$ cat config.mk
export PLATFORM = sky130hd
export DESIGN_NAME = smg_scheduler
export DESIGN_NICKNAME = d
export VERILOG_FILES = /design/src/rtl/smg_pkg.sv /design/src/rtl/smg_bin2dig.sv /design/src/rtl/smg_scheduler.sv
export SDC_FILE = /design/constraint.sdc
export NUM_CORES = 1
export LEC_CHECK = 0
export ABC_CLOCK_PERIOD_IN_PS = 3300
export CAP_MARGIN = 30
export CORE_MARGIN = 1
export CORE_UTILIZATION = 48
export DETAILED_ROUTE_END_ITERATION = 8
export HOLD_SLACK_MARGIN = 0.08
export PLACE_DENSITY = 0.7
export SLEW_MARGIN = 0
export SYNTH_ARGS = -nofsm -noshare
export SYNTH_HDL_FRONTEND = slang
export SYNTH_SLANG_ARGS = --single-unit
$ cat constraint.sdc
create_clock -name clk_1khz -period 3.3 [get_ports clk_1khz]
set_input_delay 0.66 -clock clk_1khz [delete_from_list [all_inputs] [get_ports clk_1khz]]
set_output_delay 0.66 -clock clk_1khz [all_outputs]
set_load 0.005 [all_outputs]
$ cat src/rtl/smg_pkg.sv
// Shared constants and types for the seven-segment display scheduler.
// Segment codes are active-high, bit 0 = A ... bit 6 = G, bit 7 = DP.
package smg_pkg;

  localparam logic [7:0] SegBlank = 8'h00;
  localparam logic [7:0] SegDash  = 8'h40;
  localparam logic [7:0] SegE     = 8'h79;
  localparam logic [7:0] SegZero  = 8'h3F;

  localparam logic [1:0] SigOff  = 2'b00;
  localparam logic [1:0] SigTens = 2'b01;
  localparam logic [1:0] SigOnes = 2'b10;

  typedef enum logic [2:0] {
    OwnTemp = 3'b001,
    OwnSet  = 3'b010,
    OwnErr  = 3'b100
  } owner_e;

  typedef enum logic [1:0] {
    CvIdle,
    CvConv,
    CvDone
  } conv_e;

  typedef enum logic [1:0] {
    ScOnes,
    ScBlank1,
    ScTens,
    ScBlank2
  } scan_e;

  // Anything outside 0..9 renders as a dash.
  function automatic logic [7:0] seg_of(input logic [3:0] d);
    logic [7:0] seg;
    case (d)
      4'd0:    seg = 8'h3F;
      4'd1:    seg = 8'h06;
      4'd2:    seg = 8'h5B;
      4'd3:    seg = 8'h4F;
      4'd4:    seg = 8'h66;
      4'd5:    seg = 8'h6D;
      4'd6:    seg = 8'h7D;
      4'd7:    seg = 8'h07;
      4'd8:    seg = 8'h7F;
      4'd9:    seg = 8'h6F;
      default: seg = SegDash;
    endcase
    return seg;
  endfunction

endpackage

$ cat src/rtl/smg_bin2dig.sv
// Sequential binary-to-decimal converter: repeated subtract-by-10, one step per cycle.
// start is accepted only in idle; done pulses for one cycle with tens/ones valid.
module smg_bin2dig
  import smg_pkg::*;
(
  input  logic       clk_1khz,
  input  logic       rst,
  input  logic       start,
  input  logic [6:0] value,
  output logic       busy,
  output logic       done,
  output logic [3:0] tens,
  output logic [3:0] ones
);

  conv_e      state_q, state_d;
  logic [6:0] res_q, res_d;
  logic [3:0] tens_q, tens_d;

  always_ff @(posedge clk_1khz or negedge rst) begin
    if (!rst) begin
      state_q <= CvIdle;
      res_q   <= '0;
      tens_q  <= '0;
    end else begin
      state_q <= state_d;
      res_q   <= res_d;
      tens_q  <= tens_d;
    end
  end

  always_comb begin
    state_d = state_q;
    res_d   = res_q;
    tens_d  = tens_q;
    unique case (state_q)
      CvIdle: begin
        if (start) begin
          state_d = CvConv;
          res_d   = value;
          tens_d  = '0;
        end
      end
      CvConv: begin
        if (res_q >= 7'd10) begin
          res_d  = res_q - 7'd10;
          tens_d = tens_q + 4'd1;
        end else begin
          state_d = CvDone;
        end
      end
      default: state_d = CvIdle;
    endcase
  end

  always_comb begin
    busy = (state_q != CvIdle);
    done = (state_q == CvDone);
    tens = tens_q;
    ones = res_q[3:0];
  end

endmodule

$ cat src/rtl/smg_scheduler.sv
// Two-digit display owner: fixed-priority arbiter with hold time, digit registers
// fed by the shared converter, and the multiplexed scan with blanking gaps.
module smg_scheduler
  import smg_pkg::*;
#(
  parameter int unsigned HOLD_MS   = 2000,
  parameter int unsigned DIG_CYC   = 4,
  parameter int unsigned BLANK_CYC = 1
) (
  input  logic       clk_1khz,
  input  logic       rst,
  input  logic [6:0] temp_val,
  input  logic       set_req,
  input  logic [6:0] set_val,
  input  logic       err_req,
  input  logic [3:0] err_code,
  output logic [2:0] grant,
  output logic [1:0] smg_sig,
  output logic [7:0] smg_data
);

  localparam int unsigned HoldW   = (HOLD_MS > 2) ? $clog2(HOLD_MS) : 1;
  localparam int unsigned SlotMax = (DIG_CYC > BLANK_CYC) ? DIG_CYC : BLANK_CYC;
  localparam int unsigned CntW    = (SlotMax > 2) ? $clog2(SlotMax) : 1;

  owner_e           owner_q, owner_d;
  logic [HoldW-1:0] hold_q, hold_d;

  always_comb begin
    owner_d = owner_q;
    unique case (owner_q)
      OwnErr: begin
        if (!err_req && (hold_q == '0)) owner_d = set_req ? OwnSet : OwnTemp;
      end
      OwnSet: begin
        if (err_req) owner_d = OwnErr;
        else if (!set_req && (hold_q == '0)) owner_d = OwnTemp;
      end
      default: begin
        if (err_req) owner_d = OwnErr;
        else if (set_req) owner_d = OwnSet;
      end
    endcase

    hold_d = hold_q;
    if (owner_d != owner_q) hold_d = HoldW'(HOLD_MS - 1);
    else if (hold_q != '0) hold_d = hold_q - HoldW'(1);
  end

  always_ff @(posedge clk_1khz or negedge rst) begin
    if (!rst) begin
      owner_q <= OwnTemp;
      hold_q  <= '0;
    end else begin
      owner_q <= owner_d;
      hold_q  <= hold_d;
    end
  end

  assign grant = owner_q;

  logic [6:0] sel_val;
  logic       conv_start, conv_busy, conv_done;
  logic [3:0] conv_tens, conv_ones;
  logic [6:0] conv_val_q, last_conv_q;
  owner_e     conv_owner_q, disp_owner_q;
  logic [7:0] ones_seg_q, tens_seg_q;

  assign sel_val = (owner_q == OwnSet) ? set_val : temp_val;

  // disp_owner_q forces a fresh conversion when the owner changes but the value does not.
  assign conv_start = !conv_busy && (owner_q != OwnErr) &&
                      ((sel_val != last_conv_q) || (owner_q != disp_owner_q));

  smg_bin2dig u_bin2dig (
    .clk_1khz (clk_1khz),
    .rst      (rst),
    .start    (conv_start),
    .value    (sel_val),
    .busy     (conv_busy),
    .done     (conv_done),
    .tens     (conv_tens),
    .ones     (conv_ones)
  );

  always_ff @(posedge clk_1khz or negedge rst) begin
    if (!rst) begin
      conv_val_q   <= '0;
      conv_owner_q <= OwnTemp;
      last_conv_q  <= '0;
      disp_owner_q <= OwnTemp;
      ones_seg_q   <= SegZero;
      tens_seg_q   <= SegBlank;
    end else begin
      if (conv_start) begin
        conv_val_q   <= sel_val;
        conv_owner_q <= owner_q;
      end
      // Fault display bypasses the converter and wins over a late conversion result.
      if (owner_q == OwnErr) begin
        ones_seg_q   <= seg_of(err_code);
        tens_seg_q   <= SegE;
        disp_owner_q <= OwnErr;
      end else if (conv_done) begin
        last_conv_q  <= conv_val_q;
        disp_owner_q <= conv_owner_q;
        if (conv_val_q > 7'd99) begin
          ones_seg_q <= SegDash;
          tens_seg_q <= SegDash;
        end else begin
          ones_seg_q <= seg_of(conv_ones);
          tens_seg_q <= (conv_tens == 4'd0) ? SegBlank : seg_of(conv_tens);
        end
      end
    end
  end

  scan_e           scan_q, scan_d;
  logic [CntW-1:0] cnt_q, cnt_d;
  logic [7:0]      slot_seg_q;
  logic            slot_end;

  always_ff @(posedge clk_1khz or negedge rst) begin
    if (!rst) begin
      scan_q     <= ScBlank2;
      cnt_q      <= '0;
      slot_seg_q <= SegBlank;
    end else begin
      scan_q <= scan_d;
      cnt_q  <= cnt_d;
      // Digit is latched on slot entry so the lit pattern is stable for the whole slot.
      if (slot_end && (scan_d == ScOnes)) slot_seg_q <= ones_seg_q;
      else if (slot_end && (scan_d == ScTens)) slot_seg_q <= tens_seg_q;
    end
  end

  always_comb begin
    if ((scan_q == ScOnes) || (scan_q == ScTens)) slot_end = (cnt_q == CntW'(DIG_CYC - 1));
    else slot_end = (cnt_q == CntW'(BLANK_CYC - 1));

    scan_d = scan_q;
    cnt_d  = cnt_q + CntW'(1);
    if (slot_end) begin
      cnt_d = '0;
      unique case (scan_q)
        ScOnes:   scan_d = ScBlank1;
        ScBlank1: scan_d = ScTens;
        ScTens:   scan_d = ScBlank2;
        default:  scan_d = ScOnes;
      endcase
    end
  end

  always_comb begin
    smg_sig  = SigOff;
    smg_data = SegBlank;
    unique case (scan_q)
      ScOnes: begin
        smg_sig  = SigOnes;
        smg_data = slot_seg_q;
      end
      ScTens: begin
        smg_sig  = SigTens;
        smg_data = slot_seg_q;
      end
      default: ;
    endcase
  end

endmodule

==> metrics <==
# setup viols final 0; clock buffer count from CTS 9; chip height 96.0 um; Mapped Cells ~460; CTS Hold Bufs 0; Post-CTS Setup Inserts 0; DRC Markers 0; share of layout cells above drive strength 1 12.7%; Worst Path Arrival ~2.1 ns; Ports 35; pin count of the biggest net entering global routing 42; sequential share of power a little under half; clock latency at the later pin of the worst-skew pair 0.35 ns; GRT overflow 0; starting density of the core 50.6%; Final Max Tran Viols 0; area grow syn2layout 15.8%; Avg WL per Cell 15.0 um; Die X 96.0 um; post-CTS sizing 0; vias per cell 5.55; Post-synth EDFFs 0; full die area 9210 um2; Pre-antenna DRT Iters 4; Total GRT Usage 22.2%; VDD IR max roughly 0.25 mV; fmax roughly 0.36 GHz; first-pass GRT wire length 15,600 um; Seq/Total Area, Yosys 42.8%; core outline area 8380 um2; setup slack after layout 0.510 ns; CTS tree yes; Clock Root Buffer clkbuf_8; final antenna diode count 0; max-cap violations 0; unrepaired setup endpoints after global routing false; CTS Buffer Depth 2; Hold Fails Final Rpt 0; Worst-path clk slew approximately 0.08 ns; Crit path required time roughly 2.6 ns; status completed; Clk network pwr share slightly below 40%; CP Capture Type output pin; clk sinks 72; crit path launch type flip-flop; Yosys reg bits 72; dpl ws 0.324 ns; Pleak approximately 0.0021 uW; vias in the first global route between 3,000 and 4,000; pwr/cell area 436 nW/um2; Placer Congestion 0.843; fillcell total ~730; Initial DRC Count 152; max_slew headroom 48.8%; Final TNS setup 0 ns; Register Area 1820 um2; switching share of total power between 20 and 30%; antenna violations before repair 0; Logic pwr share a little over an eighth; fin crit share 84.5%; most frequent cells in the layout 61 x dfrtp_1, 50 x nand2_1, 44 x nor2_1; dpl hpwl 6660 um; Warnings, synthesis 0; Mapped Nets 501; ys flop type dfrtp_1; commonest non-fill, non-tap cell in the layout dfrtp_1; Via Count 3,338; Routed WL 9030 um; fin crit period 2.79 ns; Internal Pwr Total 1590 uW; Port Buffers 33; # nets final 535; Post-Syn Area 4240 um2; Hold Crit Class primary input to asynchronous set/reset pin; clock skew between 0.009 and 0.01 ns; syn avg cell area between 9 and 10 um2; post-route ant nets 0; Rows 33; class of the most critical setup path flip-flop to output pin; CP max FO 8; sw power approximately 540 uW; R2R cell count 6; WHS roughly 0.38 ns; Tightest Pin Transition 0.768 ns; multi-input logic area around 2200 um2; ys async rst share 100%; Synth cell types between 50 and 60; # H-tree levels 3
[critical path: stages, from the launching register on]
cell	delay, ns
dfstp_2	0.52
inv_1	0.06
ha_1	0.22
nor2_1	0.42
nor2b_1	0.10
clkdlybuf4s50_1	0.46
[layer usage]
metal / up-vias / share of wire, % / GRT usage [%]
met5: - / 0 / 0
met4: 0 / 0.99 / 5.72
met3: 8 / 3.5 / 5.69
met2: 60 / 49 / 38.5
met1: 1609 / 46 / 27.6
li1: 1661 / - / -
[synthesized netlist by cell type (10+ instances only)]
library cell | count | area [um2]
mux2_2 | 13 | 146
ha_1 | 22 | 275
nor2_1 | 44 | 165
o21ai_0 | 38 | 190
a21oi_1 | 28 | 140
nor2b_1 | 10 | 62.6
mux2i_1 | 10 | 100
nand2_1 | 50 | 188
inv_1 | 26 | 97.6
nand3_1 | 13 | 65.1
clkbuf_1 | 14 | 52.6
xor2_1 | 11 | 96.3
xnor2_1 | 11 | 96.3
dfstp_2 | 11 | 289
dfrtp_1 | 61 | 1530
[flip-flops by register name, indices dropped and copies added (netlist names), 3 cells and up]
| signal | count |
|---|---|
| last_conv_q | 7 |
| grant | 3 |
| u_bin2dig.res_q | 7 |
| conv_val_q | 7 |
| conv_owner_q | 3 |
| disp_owner_q | 3 |
| slot_seg_q | 7 |
| ones_seg_q | 7 |
| hold_q | 11 |
| u_bin2dig.tens | 4 |
| tens_seg_q | 7 |
[kinds of logic (layout without fill, tap and decap cells)]
logic type,count (synthesis),after routing,synth area share (%)
other,1,1,0.0885
flip-flops,72,72,42.8
multiplexers,26,26,6.85
XOR/XNOR,22,22,4.55
AO/OA/AOI/OAI,108,108,16.3
adder cells (fa/ha/maj),22,22,6.50
AND/OR/NAND/NOR,160,160,18.0
buffers and inverters,46,85,4.87
[path summary, 6_finish.rpt]
path | from | end | slack [ns]
hold reg to reg | cnt_q[0] | cnt_q[0] | 0.47
max in group asynchronous | rst | ones_seg_q[4] | 2.18
setup reg to reg | grant[1] | conv_owner_q[1] | 0.56
hold / removal | rst | cnt_q[0] | 0.38
min in group clk_1khz | cnt_q[0] | cnt_q[0] | 0.47
setup / recovery | scan_q[0] | smg_data[0] | 0.51
[cell type report]
cell class | count | area share, %
clock buffer | 10 | 2.60
clock inverter | 6 | 2.19
inverter | 26 | 1.99
multi-input combinational | 339 | 45.2
sequential | 72 | 37.0
tap | 105 | 2.68
timing repair buffer | 43 | 8.37
[per-stage QoR]
step	total power (uW)	std cells	area, um2	utilization, %
after detailed placement	1320	585	4670	55.7
after floorplan	1220	457	4240	-
after global routing	2250	601	4910	58.5
after CTS	2150	601	4910	58.5
after global placement	1310	584	4670	55.7
final	2140	601	4910	58.5
[power by group through the flow]
stage                     Combinational (uW)  Sequential [uW]  Clock (uW)
final                                    279             1030         832
after global routing                     323             1040         888
after CTS                                282             1030         847
after detailed placement                 282             1040           0
after global placement                   270             1040           0
after floorplan                          195             1020           0
(Power assumes the default switching activity.)
